--- src/rtl/fetch_unit.sv ---
// fetch_unit: PC register plus IF/ID pipeline register with one-delay-slot redirects.
//   clk_in          : clock, all state updates on its rising edge
//   reset_n_in      : asynchronous active-low reset
//   stall_in        : hold PC and IF/ID
//   clear_in        : load a bubble into IF/ID (wins over stall for IF/ID only)
//   npc_sel_in      : next-PC select, 00 seq / 01 branch / 10 jump / 11 jr
//   branch_taken_in : branch compare result for the ID-stage instruction
//   jr_target_in    : forwarded rs value for jr
//   imem_addr_out   : instruction memory address (current PC)
//   imem_data_in    : combinational instruction memory read data
//   id_instr_out    : IF/ID instruction
//   id_pc_out       : PC of id_instr_out
//   id_pc8_out      : id_pc_out + 8, link address for jal
//   id_valid_out    : IF/ID holds a real fetched instruction
//   fetch_err_out   : IF/ID holds a misaligned-fetch bubble
module fetch_unit #(
    parameter logic [31:0] RESET_PC = 32'h0000_3000,
    parameter logic [31:0] NOP_WORD = 32'h0000_0000
) (
    input  logic        clk_in,
    input  logic        reset_n_in,
    input  logic        stall_in,
    input  logic        clear_in,
    input  logic [1:0]  npc_sel_in,
    input  logic        branch_taken_in,
    input  logic [31:0] jr_target_in,
    output logic [31:0] imem_addr_out,
    input  logic [31:0] imem_data_in,
    output logic [31:0] id_instr_out,
    output logic [31:0] id_pc_out,
    output logic [31:0] id_pc8_out,
    output logic        id_valid_out,
    output logic        fetch_err_out
);

    logic [31:0] pc_q, pc_d;
    logic [31:0] id_instr_q, id_instr_d;
    logic [31:0] id_pc_q, id_pc_d;
    logic        id_valid_q, id_valid_d;
    logic        id_err_q, id_err_d;
    logic [31:0] seq_pc, br_pc, j_pc, npc;
    logic        misaligned;

    always_comb begin
        seq_pc     = pc_q + 32'd4;
        // Branch/jump targets are relative to the instruction in ID, whose delay slot is the current PC.
        br_pc      = id_pc_q + 32'd4 + {{14{id_instr_q[15]}}, id_instr_q[15:0], 2'b00};
        j_pc       = {id_pc_q[31:28], id_instr_q[25:0], 2'b00};
        npc        = npc_sel_in == 2'b00 ? seq_pc :
                     npc_sel_in == 2'b01 ? (branch_taken_in ? br_pc : seq_pc) :
                     npc_sel_in == 2'b10 ? j_pc : jr_target_in;
        pc_d       = stall_in ? pc_q : npc;
        misaligned = pc_q[1:0] != 2'b00;
        id_instr_d = id_instr_q;
        id_pc_d    = id_pc_q;
        id_valid_d = id_valid_q;
        id_err_d   = id_err_q;
        if (clear_in) begin
            id_instr_d = NOP_WORD;
            id_pc_d    = pc_q;
            id_valid_d = 1'b0;
            id_err_d   = 1'b0;
        end else if (!stall_in) begin
            id_instr_d = misaligned ? NOP_WORD : imem_data_in;
            id_pc_d    = pc_q;
            id_valid_d = !misaligned;
            id_err_d   = misaligned;
        end
    end

    always_ff @(posedge clk_in or negedge reset_n_in) begin
        if (!reset_n_in) begin
            pc_q       <= RESET_PC;
            id_instr_q <= NOP_WORD;
            id_pc_q    <= RESET_PC;
            id_valid_q <= 1'b0;
            id_err_q   <= 1'b0;
        end else begin
            pc_q       <= pc_d;
            id_instr_q <= id_instr_d;
            id_pc_q    <= id_pc_d;
            id_valid_q <= id_valid_d;
            id_err_q   <= id_err_d;
        end
    end

    assign imem_addr_out = pc_q;
    assign id_instr_out  = id_instr_q;
    assign id_pc_out     = id_pc_q;
    assign id_pc8_out    = id_pc_q + 32'd8;
    assign id_valid_out  = id_valid_q;
    assign fetch_err_out = id_err_q;

endmodule

--- config.mk ---
export PLATFORM = sky130hd
export DESIGN_NAME = fetch_unit
export DESIGN_NICKNAME = d
export VERILOG_FILES = /design/src/rtl/fetch_unit.sv
export SDC_FILE = /design/constraint.sdc
export NUM_CORES = 1
export LEC_CHECK = 0
export ABC_AREA = 1
export BUFFER_PORTS_ARGS = -buffer_cell sky130_fd_sc_hd__buf_2
export CORE_ASPECT_RATIO = 2
export CORE_MARGIN = 8
export CORE_UTILIZATION = 60
export DETAILED_ROUTE_END_ITERATION = 10
export GPL_TIMING_DRIVEN = 1
export HOLD_SLACK_MARGIN = 0.05
export PLACE_DENSITY = 0.87
export SLEW_MARGIN = 20
export SYNTH_ARGS = -nofsm -noshare
export SYNTH_HDL_FRONTEND = slang
export SYNTH_SLANG_ARGS = --single-unit
--- constraint.sdc ---
create_clock -name clk_in -period 6.2 [get_ports clk_in]
set_input_delay 0.93 -clock clk_in [delete_from_list [all_inputs] [get_ports clk_in]]
set_output_delay 0.93 -clock clk_in [all_outputs]
set_load 0.03 [all_outputs]
==> run metrics, run 1 <==
status=complete, no violations; CTS clock-pin slew for the worst setup and hold paths=0.08 ns; nets=1589; Yosys top cell by area=dfrtp_1; FFs w/ async S/R, synth=1.00; f_max=between 200 and 300 MHz; setup bufs post-CTS=0; Sw Pwr=1.29 mW; clock skew=approximately 0.0089 ns; RD Place Congestion=0.973; first-pass GRT wire length=51500 microns; CTS tree=yes; wire per inst=20.5 microns; largest net degree at the start of global routing=68; crit share post-route=0.615; area occupied by registers=2460 sq um; die area=18300 sq um; layout cells sized above 1=0.173; mapped cell area=8410 sq um; # setup viols final=0; relative slew slack=0.407; initial antenna violation count=4; total CTS buffers=9; Max Fanout on Critical Path=6; Slew Limit Fails=0; Hold Path Class=reg2reg; Final TNS setup=0 ns; R2R Path Start=id_pc_out[3]$_DFFE_PN0P_; Yosys Warn Count=0; final cell count without fillers=~1700; main area contributors after synthesis=dfrtp_1 28%, nand2_1 16%, ha_1 8.8%; post-synthesis cell count=1281; clock buffer depth=2; min Tclk post-route=3.81 ns; multi-input logic area=slightly above 5000 sq um; Post-synth EDFFs=0; Post-CTS Hold Fix Bufs=0; Net Count, Synth=1412; Sequential Power Share=0.331; CTS Root Cell=clkbuf_16; post-synth top area share=0.280; CP endpoint kind=primary output; first-pass detailed-route iteration total=6; crit path kind=reg2out; Core Rows=61; clk sinks=98; Max Cap Viol=0; Cell Int Power=1.39 mW; insertion delay to the later sink of the worst-skew pair=~0.37 ns; I/O Buffers=200; core area=13800 sq um; power per cell area=272 nW/um^2; final global-route overflow total=0; drt initial violations=745; Vias/cell=around 5.8; R2R Setup Slk=roughly 2.9 ns; Detail Placement HPWL=27100 microns; Tot Pwr=2.68 mW; syn_area_per_cell=6.57 sq um; startpoint types=register; worst path required time=5.27 ns; Routed WL=33900 microns; Final Hold Fails=0; Yosys cell types=between 40 and 50; antenna-violating nets left=0; Post-CTS Resized=0; Hold Startpoint=fetch_err_out$_DFFE_PN0P_; Seq cells post-synth=98; area grow syn2layout=17.1%; Logic pwr share=0.443; ys flop type=dfrtp_1; Clk pwr share=0.226; vias=9586; Residual DRC=0; # placed instances=1636; RSZ-0062 raised after global routing=no; Critical Path Start=id_pc_out[3]$_DFFE_PN0P_; initial core utilization=0.609; commonest non-fill, non-tap cells in the layout=348 x nand2_1, 199 x buf_2, 181 x inv_1; Tot GR Track Use=0.370; H-tree levels=3; Hold WS=0.516 ns; vias in the first global route=between 9000 and 10000; Worst EP arrival=2.88 ns; LEAKAGE=5.46 nW; Worst VDD drop=slightly above 200 uV; sequential share of the synthesized area=0.292; top-level port count=between 200 and 250; slew at the pin closest to its max-slew limit=0.888 ns; chip width=99.7 microns; Fill cells=roughly 1300; Net Sw Frac=0.481; commonest non-fill, non-tap cell in the layout=nand2_1; die height=183 microns
## power groups by stage
stage,Sequential [mW],Combinational (mW),Clock [mW]
6_report,0.886,1.19,0.604
5_1_grt,0.896,1.28,0.625
4_1_cts,0.878,1.18,0.604
3_5_place_dp,0.890,1.17,0
3_3_place_gp,0.885,1.17,0
2_1_floorplan,1.01,0.629,0
## Yosys cell counts (3+ instances only)
cell type  instances
nand3_1          104
o21ai_0           84
nand2_1          349
clkbuf_1          26
nand4_1           19
nand3_2            4
nand3b_1           6
dfstp_2            4
xor2_1            44
o221ai_1           5
buf_2              5
nor2_2             6
ha_1              59
dfrtp_1           94
nor4_1             3
o211ai_1           8
o31ai_1            3
xnor2_1           12
inv_1            181
buf_1              6
buf_4              3
nor2_1           117
a21oi_1           79
o21ai_1            3
nor3_1            26
o22ai_1            5
nand2_2            6
## per-layer routing
| metal | wire, microns | track usage | part of all wire | up-vias |
|---|---|---|---|---|
| met3 | 2280 | 0.0516 | 0.067 | 143 |
| met5 | 0 | 0 | 0 | - |
| met4 | 2510 | 0.268 | 0.074 | 0 |
| li1 | - | - | - | 4494 |
| met2 | 17700 | 0.659 | 0.52 | 516 |
| met1 | 11500 | 0.385 | 0.34 | 4433 |
## critical path, cell delays in order (launching register included)
cell     delay [ns]
dfrtp_1        0.62
ha_1           0.29
nand2_2        0.10
nor3_4         0.27
nand2_2        0.15
nor2_4         0.15
nand2_2        0.10
nor3_4         0.17
nand3_2        0.12
nor2_1         0.14
xor2_1         0.18
buf_2          0.23
## cells by family after synthesis
logic type                 share of synthesized area
xor gates and xnor gates                      0.0583
DFF                                            0.292
adders and majority gates                     0.0901
and+or+nand+nor                                0.333
AOI/OAI and AO/OA                              0.123
muxes                                        0.00268
buffers and inverters                          0.102
## area by class of cell
| type | count | area share |
|---|---|---|
| clock buffers | 10 | 0.0232 |
| flip-flops and latches | 98 | 0.249 |
| well taps | 189 | 0.0240 |
| diodes | 4 | 0.00102 |
| clock inverters | 6 | 0.00749 |
| multi-input cells | 960 | 0.519 |
| inverters | 183 | 0.0697 |
| repair buffers | 206 | 0.106 |
## sequential cells by signal, indices dropped and copies added (netlist names)
signal	cells
id_pc_out	32
id_instr_out	32
fetch_err_out	1
id_valid_out	1
imem_addr_out	32
## per-stage QoR
| stage | worst slack, ns | util | cell area, sq um |
|---|---|---|---|
| 3_5_place_dp | 2.55 | 0.690 | 9540 |
| 2_1_floorplan | 2.95 | - | 8410 |
| 4_1_cts | 2.42 | 0.712 | 9840 |
| 6_report | 2.39 | 0.713 | 9850 |
| 5_1_grt | 2.26 | 0.713 | 9850 |
| 3_3_place_gp | 2.55 | 0.690 | 9540 |
## worst paths after layout
| path | end | cells after the start |
|---|---|---|
| worst max register to register | imem_addr_out[15]$_DFFE_PN0N_ | 11 |
| worst min register to register | fetch_err_out$_DFFE_PN0P_ | 2 |
| min in group asynchronous | id_instr_out[28]$_DFFE_PN0P_ | 1 |
| max in group asynchronous | imem_addr_out[31]$_DFFE_PN0N_ | 2 |
| worst min-delay path | fetch_err_out$_DFFE_PN0P_ | 2 |
| worst max-delay path | id_pc8_out[27] | 11 |
Power figures use the tool's default switching activity.
==> inputs of run 2 (changes only) <==
- CORE_UTILIZATION: 60 -> 55
- PLACE_DENSITY: 0.87 -> 0.81
- clock period: 6.2 -> 3.9 ns (I/O delays scaled with it)
==> run metrics, run 2 (synthesized netlist as in run 1, its figures left out) <==
largest net degree at the start of global routing=84 (+24%); final cell count without fillers=1668 (+0.72%); Slew Limit Fails=0 (unchanged); fin util=0.653 (-0.0596); min Tclk post-route=3.25 ns; initial core utilization=0.556 (-0.0531); Post-CTS Resized=0 (unchanged); Routed WL=33400 microns (-1.5%); # setup viols final=0 (unchanged); relative slew slack=0.302 (-0.105); worst path required time=3.31 ns (-1.96 ns); Logic pwr share=0.447 (+0.004); reg2reg path depth=11 (unchanged); clk sinks=98 (unchanged); crit share post-route=0.834; Tot GR Track Use=0.348 (-0.0220); H-tree levels=3 (unchanged); nets=1596 (+0.44%); first-pass GRT wire length=51600 microns (+0.16%); vias=9491 (-0.99%); Core Rows=64 (+4.9%); clock skew=0.0122 ns (+0.00333 ns); die height=191 microns (+4.1%); startpoint types=register; Sequential Power Share=0.338 (+0.007); CTS Root Cell=clkbuf_16; Hold Path Class=in2async; Tot Pwr=4.19 mW (+57%); top-level port count=201 (unchanged); area occupied by registers=2460 sq um (unchanged); initial antenna violation count=0 (-4); # diodes=0 (-4); drt initial violations=738 (-0.94%); antenna-violating nets left=0 (unchanged); LEAKAGE=5.50 nW (+0.67%); RSZ-0062 raised after global routing=no; setup bufs post-CTS=0 (unchanged); R2R Path Start=id_pc_out[3]$_DFFE_PN0P_; layout cells sized above 1=0.177 (+0.00394); Worst EP arrival=2.67 ns (-0.21 ns); multi-input logic area=5110 sq um (unchanged); commonest non-fill, non-tap cells in the layout=348 x nand2_1, 199 x buf_2, 181 x inv_1; Net Sw Frac=0.483 (+0.00193); R2R Setup Slk=0.69 ns (-2.18 ns); FF-to-FF End=imem_addr_out[15]$_DFFE_PN0N_; RD Place Congestion=1.01 (+4.0%); Fill cells=1459 (+17%); chip width=103 microns (+3.7%); Max Fanout on Critical Path=6 (unchanged); Post-CTS Hold Fix Bufs=0 (unchanged); f_max=308 MHz; CTS tree=yes; die area=19800 sq um (+7.9%); power per cell area=424 nW/um^2 (+56%); insertion delay to the later sink of the worst-skew pair=0.36 ns (about the same); I/O Buffers=200 (unchanged); crit path kind=reg2out; core area=15100 sq um (+9.6%); CTS clock-pin slew for the worst setup and hold paths=0.08 ns (about the same); Residual DRC=0 (unchanged); Worst VDD drop=363 uV (+78%); final global-route overflow total=0 (unchanged); Final TNS setup=0 ns (unchanged); commonest non-fill, non-tap cell in the layout=nand2_1; Max Cap Viol=0 (unchanged); CP endpoint kind=primary output; Detail Placement HPWL=26700 microns (-1.3%); Sw Pwr=2.02 mW (+57%); clock buffer depth=2 (unchanged); Vias/cell=5.69 (-1.7%); Cell Int Power=2.17 mW (+56%); # placed instances=1652 (+0.98%); status=complete, no violations; vias in the first global route=9552 (+1.9%); wire per inst=20.0 microns (-2.2%); slew at the pin closest to its max-slew limit=1.05 ns (+0.158 ns); first-pass detailed-route iteration total=5 (-1); Clk pwr share=0.215 (-0.011); area grow syn2layout=17.5%; total CTS buffers=9 (unchanged); Final Hold Fails=0 (unchanged)
## run 2: changes by cell type in the layout (fill, tap and decap cells not counted), sizes merged
cell	delta
clkbuf	+1
inv	+1
buf	+7
clkinv	+1
clkinvlp	-2
bufinv	-1
diode	-4
## run 2: worst max path at each step
| stage | startpoint | to | slack, ns | depth (start not counted) |
|---|---|---|---|---|
| floorplan | id_pc_out[3]$_DFFE_PN0P_ | id_pc8_out[27] | 1.0 | 10 |
| global placement | npc_sel_in[0] | imem_addr_out[15]$_DFFE_PN0N_ | 0.64 | 9 |
| finish | id_pc_out[3]$_DFFE_PN0P_ | id_pc8_out[27] | 0.65 | 11 |
| global route | id_pc_out[3]$_DFFE_PN0P_ | id_pc8_out[27] | 0.49 | 11 |
| CTS | id_pc_out[3]$_DFFE_PN0P_ | id_pc8_out[27] | 0.66 | 11 |
| detailed placement | npc_sel_in[0] | imem_addr_out[15]$_DFFE_PN0N_ | 0.61 | 9 |
## run 2: layout make-up
class / count / share of cell area
Inverter: 183 / 0.0695
Multi-Input combinational cell: 960 / 0.517
Timing Repair Buffer: 213 / 0.111
Clock buffer: 11 / 0.0245
Clock inverter: 5 / 0.00455
Sequential cell: 98 / 0.248
Tap cell: 198 / 0.0251
## run 2: stage by stage
step                worst slack [ns]  cell area (sq um)  hold WS [ns]
floorplan                      0.996               8410         0.289
global placement               0.636               9600         0.489
detailed placement             0.612               9600         0.498
CTS                            0.658               9890         0.415
global route                   0.492               9890         0.433
finish                         0.649               9890         0.377
## run 2: power by group through the flow
| stage | Combinational, mW | Clock (mW) | Sequential [mW] |
|---|---|---|---|
| floorplan | 1.00 | 0 | 1.61 |
| global placement | 1.83 | 0 | 1.42 |
| detailed placement | 1.85 | 0 | 1.43 |
| CTS | 1.86 | 0.903 | 1.41 |
| global route | 2.04 | 0.949 | 1.43 |
| finish | 1.87 | 0.900 | 1.42 |
## run 2: routing by layer
| metal | wire, microns | share of wire | vias up | global-route usage |
|---|---|---|---|---|
| met5 | 0 | 0 | - | 0 |
| met4 | 2310 | 0.069 | 0 | 0.235 |
| met3 | 3020 | 0.090 | 99 | 0.0730 |
| met2 | 15800 | 0.47 | 525 | 0.570 |
| met1 | 12300 | 0.37 | 4362 | 0.391 |
| li1 | - | - | 4505 | - |
## run 2: worst max-delay path, stage by stage, from the launching register on
cell and delay (ns):
dfrtp_1 0.46, ha_1 0.24, nand2_2 0.10, nor3_4 0.27
nand2_2 0.13, nor2_4 0.16, nand2_2 0.10, nor3_4 0.17
nand3_2 0.12, nor2_1 0.16, xor2_1 0.17, buf_2 0.22
